**config.mk**
```make
export PLATFORM = sky130hd
export DESIGN_NAME = pe_mac_drain_flat
export DESIGN_NICKNAME = d
export VERILOG_FILES = /design/src/rtl/pe_mac_drain_if.sv /design/src/rtl/pe_mac_drain.sv /design/src/flat_wrapper.sv
export SDC_FILE = /design/constraint.sdc
export NUM_CORES = 1
export LEC_CHECK = 0
export ABC_AREA = 1
export BUFFER_PORTS_ARGS = -buffer_cell sky130_fd_sc_hd__buf_2
export CORE_ASPECT_RATIO = 0.5
export CORE_MARGIN = 2
export CORE_UTILIZATION = 55
export CTS_BUF_LIST = sky130_fd_sc_hd__clkbuf_16
export CTS_CLUSTER_SIZE = 16
export DETAILED_ROUTE_END_ITERATION = 10
export PLACE_DENSITY = 0.74
export SYNTH_ARGS = -nofsm -noshare
export SYNTH_HDL_FRONTEND = slang
export SYNTH_SLANG_ARGS = --single-unit
```
**constraint.sdc**
```tcl
create_clock -name clk_i -period 10.02 [get_ports clk_i]
set_clock_uncertainty 0.2 [all_clocks]
set_input_delay 1.503 -clock clk_i [delete_from_list [all_inputs] [get_ports clk_i]]
set_output_delay 1.503 -clock clk_i [all_outputs]
set_load 0.02 [all_outputs]
```
**src/rtl/pe_mac_drain_if.sv**
```systemverilog
// Operand, neighbour passthrough, drain-chain and status signals of one systolic PE.
// The PE connects through the slave modport; whatever drives the PE uses master.
interface pe_mac_drain_if #(
    parameter int DATA_WIDTH = 16,
    parameter int ACC_WIDTH  = 40
) ();
    logic                  a_valid_i;
    logic [DATA_WIDTH-1:0] a_data_i;
    logic                  a_last_i;
    logic                  b_valid_i;
    logic [DATA_WIDTH-1:0] b_data_i;
    logic                  b_last_i;

    logic                  a_valid_o;
    logic [DATA_WIDTH-1:0] a_data_o;
    logic                  a_last_o;
    logic                  b_valid_o;
    logic [DATA_WIDTH-1:0] b_data_o;
    logic                  b_last_o;

    logic                  drain_valid_i;
    logic [ACC_WIDTH-1:0]  drain_data_i;
    logic                  drain_ready_o;
    logic                  drain_valid_o;
    logic [ACC_WIDTH-1:0]  drain_data_o;
    logic                  drain_ready_i;

    logic                  sat_o;
    logic                  ovf_o;
    logic                  last_err_o;

    modport slave (
        input  a_valid_i, a_data_i, a_last_i, b_valid_i, b_data_i, b_last_i,
        output a_valid_o, a_data_o, a_last_o, b_valid_o, b_data_o, b_last_o,
        input  drain_valid_i, drain_data_i, drain_ready_i,
        output drain_ready_o, drain_valid_o, drain_data_o,
        output sat_o, ovf_o, last_err_o
    );

    modport master (
        output a_valid_i, a_data_i, a_last_i, b_valid_i, b_data_i, b_last_i,
        input  a_valid_o, a_data_o, a_last_o, b_valid_o, b_data_o, b_last_o,
        output drain_valid_i, drain_data_i, drain_ready_i,
        input  drain_ready_o, drain_valid_o, drain_data_o,
        input  sat_o, ovf_o, last_err_o
    );
endinterface

```
**src/rtl/pe_mac_drain.sv**
```systemverilog
// Output-stationary systolic PE: MAC with optional saturation, registered A/B passthrough,
// local result FIFO and a single-entry drain register that also forwards upstream results.
module pe_mac_drain #(
    parameter int DATA_WIDTH = 16,
    parameter int ACC_WIDTH  = 40,
    parameter bit SIGNED     = 1'b1,
    parameter bit SATURATE   = 1'b1,
    parameter int FIFO_DEPTH = 2
) (
    input  logic          clk_i,
    input  logic          rst_ni,
    pe_mac_drain_if.slave bus
);
    localparam int PROD_W = 2 * DATA_WIDTH;
    localparam int SUM_W  = ACC_WIDTH + 1;
    localparam int PTR_W  = (FIFO_DEPTH > 1) ? $clog2(FIFO_DEPTH) : 1;
    localparam int CNT_W  = $clog2(FIFO_DEPTH + 1);

    logic                  w_fire;
    logic                  w_last;
    logic                  w_last_mismatch;
    logic [PROD_W-1:0]     w_a_ext;
    logic [PROD_W-1:0]     w_b_ext;
    logic [PROD_W-1:0]     w_prod;
    logic [SUM_W-1:0]      w_prod_ext;
    logic [SUM_W-1:0]      w_acc_ext;
    logic [SUM_W-1:0]      w_sum;
    logic                  w_overflow;
    logic [ACC_WIDTH-1:0]  w_acc_next;

    logic                  w_empty;
    logic                  w_full;
    logic                  w_loadable;
    logic                  w_pop;
    logic                  w_push;
    logic                  w_drop;

    logic                  r_a_valid;
    logic [DATA_WIDTH-1:0] r_a_data;
    logic                  r_a_last;
    logic                  r_b_valid;
    logic [DATA_WIDTH-1:0] r_b_data;
    logic                  r_b_last;

    logic [ACC_WIDTH-1:0]  r_acc;
    logic                  r_sat;
    logic                  r_ovf;
    logic                  r_last_err;

    logic [ACC_WIDTH-1:0]  r_mem [FIFO_DEPTH];
    logic [PTR_W-1:0]      r_wr_ptr;
    logic [PTR_W-1:0]      r_rd_ptr;
    logic [CNT_W-1:0]      r_count;

    logic                  r_out_valid;
    logic [ACC_WIDTH-1:0]  r_out_data;

    function automatic logic [PTR_W-1:0] ptr_inc(input logic [PTR_W-1:0] p);
        return (p == PTR_W'(FIFO_DEPTH - 1)) ? '0 : p + 1'b1;
    endfunction

    assign w_fire          = bus.a_valid_i && bus.b_valid_i;
    assign w_last          = w_fire && bus.a_last_i && bus.b_last_i;
    assign w_last_mismatch = w_fire && (bus.a_last_i != bus.b_last_i);

    // Operands are widened to the full product width first, so one multiplier's low bits
    // give the exact product in both signed and unsigned mode.
    assign w_a_ext    = {{DATA_WIDTH{SIGNED & bus.a_data_i[DATA_WIDTH-1]}}, bus.a_data_i};
    assign w_b_ext    = {{DATA_WIDTH{SIGNED & bus.b_data_i[DATA_WIDTH-1]}}, bus.b_data_i};
    assign w_prod     = w_a_ext * w_b_ext;
    assign w_prod_ext = {{(SUM_W - PROD_W){SIGNED & w_prod[PROD_W-1]}}, w_prod};
    assign w_acc_ext  = {SIGNED & r_acc[ACC_WIDTH-1], r_acc};
    assign w_sum      = w_acc_ext + w_prod_ext;
    assign w_overflow = SIGNED ? (w_sum[SUM_W-1] != w_sum[SUM_W-2]) : w_sum[SUM_W-1];

    always_comb begin
        w_acc_next = w_sum[ACC_WIDTH-1:0];
        if (SATURATE && w_overflow) begin
            if (!SIGNED) begin
                w_acc_next = '1;
            end else if (w_sum[SUM_W-1]) begin
                w_acc_next = {1'b1, {(ACC_WIDTH - 1){1'b0}}};
            end else begin
                w_acc_next = {1'b0, {(ACC_WIDTH - 1){1'b1}}};
            end
        end
    end

    assign w_empty    = (r_count == '0);
    assign w_full     = (r_count == CNT_W'(FIFO_DEPTH));
    assign w_loadable = !r_out_valid || bus.drain_ready_i;
    assign w_pop      = w_loadable && !w_empty;
    assign w_push     = w_last && (!w_full || w_pop);
    assign w_drop     = w_last && w_full && !w_pop;

    // NOTE: state registers use non-blocking assignments so every block samples pre-edge values.
    always_ff @(posedge clk_i) begin
        if (!rst_ni) begin
            r_a_valid <= 1'b0;
            r_a_data  <= '0;
            r_a_last  <= 1'b0;
            r_b_valid <= 1'b0;
            r_b_data  <= '0;
            r_b_last  <= 1'b0;
        end else begin
            r_a_valid <= w_fire;
            r_b_valid <= w_fire;
            if (w_fire) begin
                r_a_data <= bus.a_data_i;
                r_a_last <= bus.a_last_i;
                r_b_data <= bus.b_data_i;
                r_b_last <= bus.b_last_i;
            end
        end
    end

    always_ff @(posedge clk_i) begin
        if (!rst_ni) begin
            r_acc      <= '0;
            r_sat      <= 1'b0;
            r_ovf      <= 1'b0;
            r_last_err <= 1'b0;
        end else begin
            if (w_fire) begin
                r_acc <= w_last ? '0 : w_acc_next;
            end
            if (w_fire && SATURATE && w_overflow) begin
                r_sat <= 1'b1;
            end
            if (w_drop) begin
                r_ovf <= 1'b1;
            end
            if (w_last_mismatch) begin
                r_last_err <= 1'b1;
            end
        end
    end

    // NOTE: the storage array has no reset; r_count alone decides which entries are live.
    always_ff @(posedge clk_i) begin
        if (rst_ni && w_push) begin
            r_mem[r_wr_ptr] <= w_acc_next;
        end
    end

    always_ff @(posedge clk_i) begin
        if (!rst_ni) begin
            r_wr_ptr <= '0;
            r_rd_ptr <= '0;
            r_count  <= '0;
        end else begin
            if (w_push) begin
                r_wr_ptr <= ptr_inc(r_wr_ptr);
            end
            if (w_pop) begin
                r_rd_ptr <= ptr_inc(r_rd_ptr);
            end
            case ({w_push, w_pop})
                2'b10:   r_count <= r_count + 1'b1;
                2'b01:   r_count <= r_count - 1'b1;
                default: r_count <= r_count;
            endcase
        end
    end

    // Local results win the drain register; upstream data only moves once our FIFO is empty.
    always_ff @(posedge clk_i) begin
        if (!rst_ni) begin
            r_out_valid <= 1'b0;
            r_out_data  <= '0;
        end else if (w_loadable) begin
            if (!w_empty) begin
                r_out_valid <= 1'b1;
                r_out_data  <= r_mem[r_rd_ptr];
            end else if (bus.drain_valid_i) begin
                r_out_valid <= 1'b1;
                r_out_data  <= bus.drain_data_i;
            end else begin
                r_out_valid <= 1'b0;
            end
        end
    end

    assign bus.a_valid_o     = r_a_valid;
    assign bus.a_data_o      = r_a_data;
    assign bus.a_last_o      = r_a_last;
    assign bus.b_valid_o     = r_b_valid;
    assign bus.b_data_o      = r_b_data;
    assign bus.b_last_o      = r_b_last;
    assign bus.drain_ready_o = rst_ni && w_loadable && w_empty;
    assign bus.drain_valid_o = r_out_valid;
    assign bus.drain_data_o  = r_out_data;
    assign bus.sat_o         = r_sat;
    assign bus.ovf_o         = r_ovf;
    assign bus.last_err_o    = r_last_err;
endmodule

```
**src/flat_wrapper.sv**
```systemverilog
// flat-port wrapper written by rule: the top's interface ports become plain ports
module pe_mac_drain_flat 
#(
    parameter int DATA_WIDTH = 16,
    parameter int ACC_WIDTH  = 40,
    parameter bit SIGNED     = 1'b1,
    parameter bit SATURATE   = 1'b1,
    parameter int FIFO_DEPTH = 2
)
  (clk_i, rst_ni, bus_a_valid_i, bus_a_data_i, bus_a_last_i, bus_b_valid_i, bus_b_data_i, bus_b_last_i, bus_a_valid_o, bus_a_data_o, bus_a_last_o, bus_b_valid_o, bus_b_data_o, bus_b_last_o, bus_drain_valid_i, bus_drain_data_i, bus_drain_ready_i, bus_drain_ready_o, bus_drain_valid_o, bus_drain_data_o, bus_sat_o, bus_ovf_o, bus_last_err_o);
  pe_mac_drain_if #(.DATA_WIDTH(DATA_WIDTH), .ACC_WIDTH(ACC_WIDTH)) bus_i ();
  input  logic clk_i;
  input  logic rst_ni;
  input wire logic [$bits(bus_i.a_valid_i)-1:0] bus_a_valid_i;
  input wire logic [$bits(bus_i.a_data_i)-1:0] bus_a_data_i;
  input wire logic [$bits(bus_i.a_last_i)-1:0] bus_a_last_i;
  input wire logic [$bits(bus_i.b_valid_i)-1:0] bus_b_valid_i;
  input wire logic [$bits(bus_i.b_data_i)-1:0] bus_b_data_i;
  input wire logic [$bits(bus_i.b_last_i)-1:0] bus_b_last_i;
  output wire logic [$bits(bus_i.a_valid_o)-1:0] bus_a_valid_o;
  output wire logic [$bits(bus_i.a_data_o)-1:0] bus_a_data_o;
  output wire logic [$bits(bus_i.a_last_o)-1:0] bus_a_last_o;
  output wire logic [$bits(bus_i.b_valid_o)-1:0] bus_b_valid_o;
  output wire logic [$bits(bus_i.b_data_o)-1:0] bus_b_data_o;
  output wire logic [$bits(bus_i.b_last_o)-1:0] bus_b_last_o;
  input wire logic [$bits(bus_i.drain_valid_i)-1:0] bus_drain_valid_i;
  input wire logic [$bits(bus_i.drain_data_i)-1:0] bus_drain_data_i;
  input wire logic [$bits(bus_i.drain_ready_i)-1:0] bus_drain_ready_i;
  output wire logic [$bits(bus_i.drain_ready_o)-1:0] bus_drain_ready_o;
  output wire logic [$bits(bus_i.drain_valid_o)-1:0] bus_drain_valid_o;
  output wire logic [$bits(bus_i.drain_data_o)-1:0] bus_drain_data_o;
  output wire logic [$bits(bus_i.sat_o)-1:0] bus_sat_o;
  output wire logic [$bits(bus_i.ovf_o)-1:0] bus_ovf_o;
  output wire logic [$bits(bus_i.last_err_o)-1:0] bus_last_err_o;
  assign bus_i.a_valid_i = bus_a_valid_i;
  assign bus_i.a_data_i = bus_a_data_i;
  assign bus_i.a_last_i = bus_a_last_i;
  assign bus_i.b_valid_i = bus_b_valid_i;
  assign bus_i.b_data_i = bus_b_data_i;
  assign bus_i.b_last_i = bus_b_last_i;
  assign bus_a_valid_o = bus_i.a_valid_o;
  assign bus_a_data_o = bus_i.a_data_o;
  assign bus_a_last_o = bus_i.a_last_o;
  assign bus_b_valid_o = bus_i.b_valid_o;
  assign bus_b_data_o = bus_i.b_data_o;
  assign bus_b_last_o = bus_i.b_last_o;
  assign bus_i.drain_valid_i = bus_drain_valid_i;
  assign bus_i.drain_data_i = bus_drain_data_i;
  assign bus_i.drain_ready_i = bus_drain_ready_i;
  assign bus_drain_ready_o = bus_i.drain_ready_o;
  assign bus_drain_valid_o = bus_i.drain_valid_o;
  assign bus_drain_data_o = bus_i.drain_data_o;
  assign bus_sat_o = bus_i.sat_o;
  assign bus_ovf_o = bus_i.ovf_o;
  assign bus_last_err_o = bus_i.last_err_o;
  pe_mac_drain #(.DATA_WIDTH(DATA_WIDTH), .ACC_WIDTH(ACC_WIDTH), .SIGNED(SIGNED), .SATURATE(SATURATE), .FIFO_DEPTH(FIFO_DEPTH)) u_core (.clk_i(clk_i), .rst_ni(rst_ni), .bus(bus_i));
endmodule
```
==> impl_results.md <==
* Outcome: completed
* Fin crit share at 85.2%
* Drt initial violations at 1,440
* Num rows at 51
* Root buffer cell: clkbuf_16
* Fillers at 3,469
* Clock Pin Slew Worst Setup and Hold Paths at 60 ps
* CTS Buffer Depth at 3
* Yosys warns at 0
* Worst slew pin tran at 1130 ps
* Initial core utilization at 55.6%
* Min cycle time layout at 8540 ps
* CP peak stage delay at 820 ps
* CP max-delay cell: nand2_2
* H-tree Lvls at 1
* Initial antenna violation count at 0
* Via Count at 17,100
* Layout cells sized above 1 at 9.19%
* # diodes at 0
* Syn Inst Count at 2,642
* Placeable Area at 38,700 um^2
* Hold WC Path Type: flip-flop to flip-flop
* WP data arrival at 8710 ps
* Commonest non-fill, non-tap cell in the layout: inv_1
* Mapped Nets at 3,175
* Crit start category: input port
* DR WL/cell at 17.4 um
* First-pass GRT wire length at 90,800 um
* Area delta synth->final at 7.90%
* Full die area at 40,800 um^2
* Most frequent cells in the layout: inv_1, nand2_1, fa_1
* WL final at 56,800 um
* Cts bufs inserted at 21
* Post-synthesis cell type count at 39
* Post-synthesis sequential area ratio at 22.7%
* Vias per inst at 5.25
* RSZ-0062 raised after global routing: no
* TritonCTS clock tree: built
* RD Place Congestion at 1.04
* Largest net degree at the start of global routing at 81
* Nets at 3,249
* Achievable clock frequency at 117 MHz
* Top post-synthesis cells by area: fa_1, dfxtp_1, inv_1
* Worst-Skew Late Latency at 520 ps
* R2R setup slack at 3650 ps
* HPWL Detailed at 45,700 um
* Area occupied by multi-input gates at 13,700 um^2
* CP Capture Type: flip-flop
* Post_cts resized at 0
* CP Buf/Inv Count at 6
* GRT Resource Usage Total at 28.7%
* Post-layout worst setup margin at 1480 ps
* Max transition margin at 24.7%
* Yosys reg bits at 204
* Pre-antenna DRT Iters at 5
* Vias in the first global route at 16,600
* Dominant cell type by area after synthesis: fa_1
* Top delay family on crit path: adder cells
* Post-Syn Area at 21,500 um^2
* Syn avg cell area at 8.14 um^2
* Max Cap Violations at 0
* Die height at 144 um
* WP data required at 10,190 ps
* Setup Total Neg Slack at 0 ps
* CP max FO at 40
* Antenna Violating Nets Remaining at 0
* Crit path top cell by count: nand2_1
* Final Setup Violations at 0
* Final Hold Vio Count at 0
* Critical path type: input port to flip-flop
* Sink Count at 204
* PortBufs at 160
* GR Overflow Total at 0
* Slew Limit Fails at 0
* Die Wd at 284 um
* Worst slack, placed at 984 ps
* Register Area at 4890 um^2
* DRC at 0
* Postcts setup bufs at 0
* I/O Pins at 161
* CTS Hold Bufs at 0
* Post-synth top area share at 31.1%
==> area by class of cell <==
| cell class | count | share of cell area [%] |
|---|---|---|
| Clock buffer | 21 | 2.26 |
| Clock inverter | 17 | 0.377 |
| Inverter | 653 | 10.6 |
| Multi-Input combinational cell | 1660 | 58.9 |
| Sequential cell | 204 | 21.0 |
| Tap cell | 530 | 2.86 |
| Timing Repair Buffer | 176 | 3.97 |
==> through the flow <==
stage / instances / util [%] / area [um^2] / hold WS [ps]
finish: 3261 / 59.9 / 23200 / 251
global route: 3261 / 59.9 / 23200 / 277
CTS: 3261 / 59.9 / 23200 / 251
detailed placement: 3223 / 58.4 / 22600 / 239
global placement: 3223 / 58.4 / 22600 / 228
floorplan: 2642 / - / 21500 / 226
==> worst register-to-register path, delay by kind of cell, from the launching register on <==
kind,cells,cell delay [ps]
flops,1,530
simple gates,12,2150
compound gates,2,230
buf+inv,4,260
fa+ha+maj,6,2870
==> synthesized netlist by cell type, drive strengths merged <==
library cell	instances
nand2	652
inv	649
fa	334
nor2	164
dfxtp	124
ha	119
clkbuf	112
o21ai	109
a21oi	89
edfxtp	80
o211ai	43
a31oi	42
nand3	35
xnor2	18
buf	13
xor2	12
nand4	9
nand3b	7
o21bai	7
nor3	6
clkinv	4
nor4	3
and2	2
nand2b	2
o21a	2
or2	2
a21boi	1
a21o	1
o2111ai	1
==> layer usage <==
layer | vias to the layer above | track usage, % | part of all wire, %
met5 | - | 0 | 0
met4 | 0 | 4.65 | 1.2
met3 | 44 | 6.22 | 9.9
met2 | 641 | 42.8 | 43
met1 | 8426 | 43.5 | 46
li1 | 8000 | - | -
==> logic make-up (layout without fill, tap and decap cells) <==
family	Yosys count	count (layout)	share of synthesized area (%)
buffers and inverters	778	867	13.8
adders and majority gates	453	453	38.0
AOI/OAI and AO/OA	295	295	7.96
xor gates and xnor gates	30	30	1.22
DFF	204	204	22.7
and+or+nand+nor	882	882	16.3
==> worst paths after layout <==
kind                         start               end  depth (start not counted)
setup reg to reg  u_core.r_acc[15]  u_core.r_acc[15]                         24
hold / removal     u_core.r_rd_ptr         flip-flop                          1
hold reg to reg    u_core.r_rd_ptr         flip-flop                          1
setup / recovery   bus_b_data_i[1]  u_core.r_acc[15]                         26
==> state kept, by name, summed over array words and instances, names as in the netlist, 2 cells and up, named ones only <==
register,count
u_core.bus.b_data_o,16
u_core.r_count,2
u_core.r_acc,40
u_core.bus.a_data_o,16
u_core.bus.drain_data_o,40
u_core.r_mem,80
Power is not shown: default switching activity piles up to over one toggle a cycle in this logic, so the estimate is an artifact.
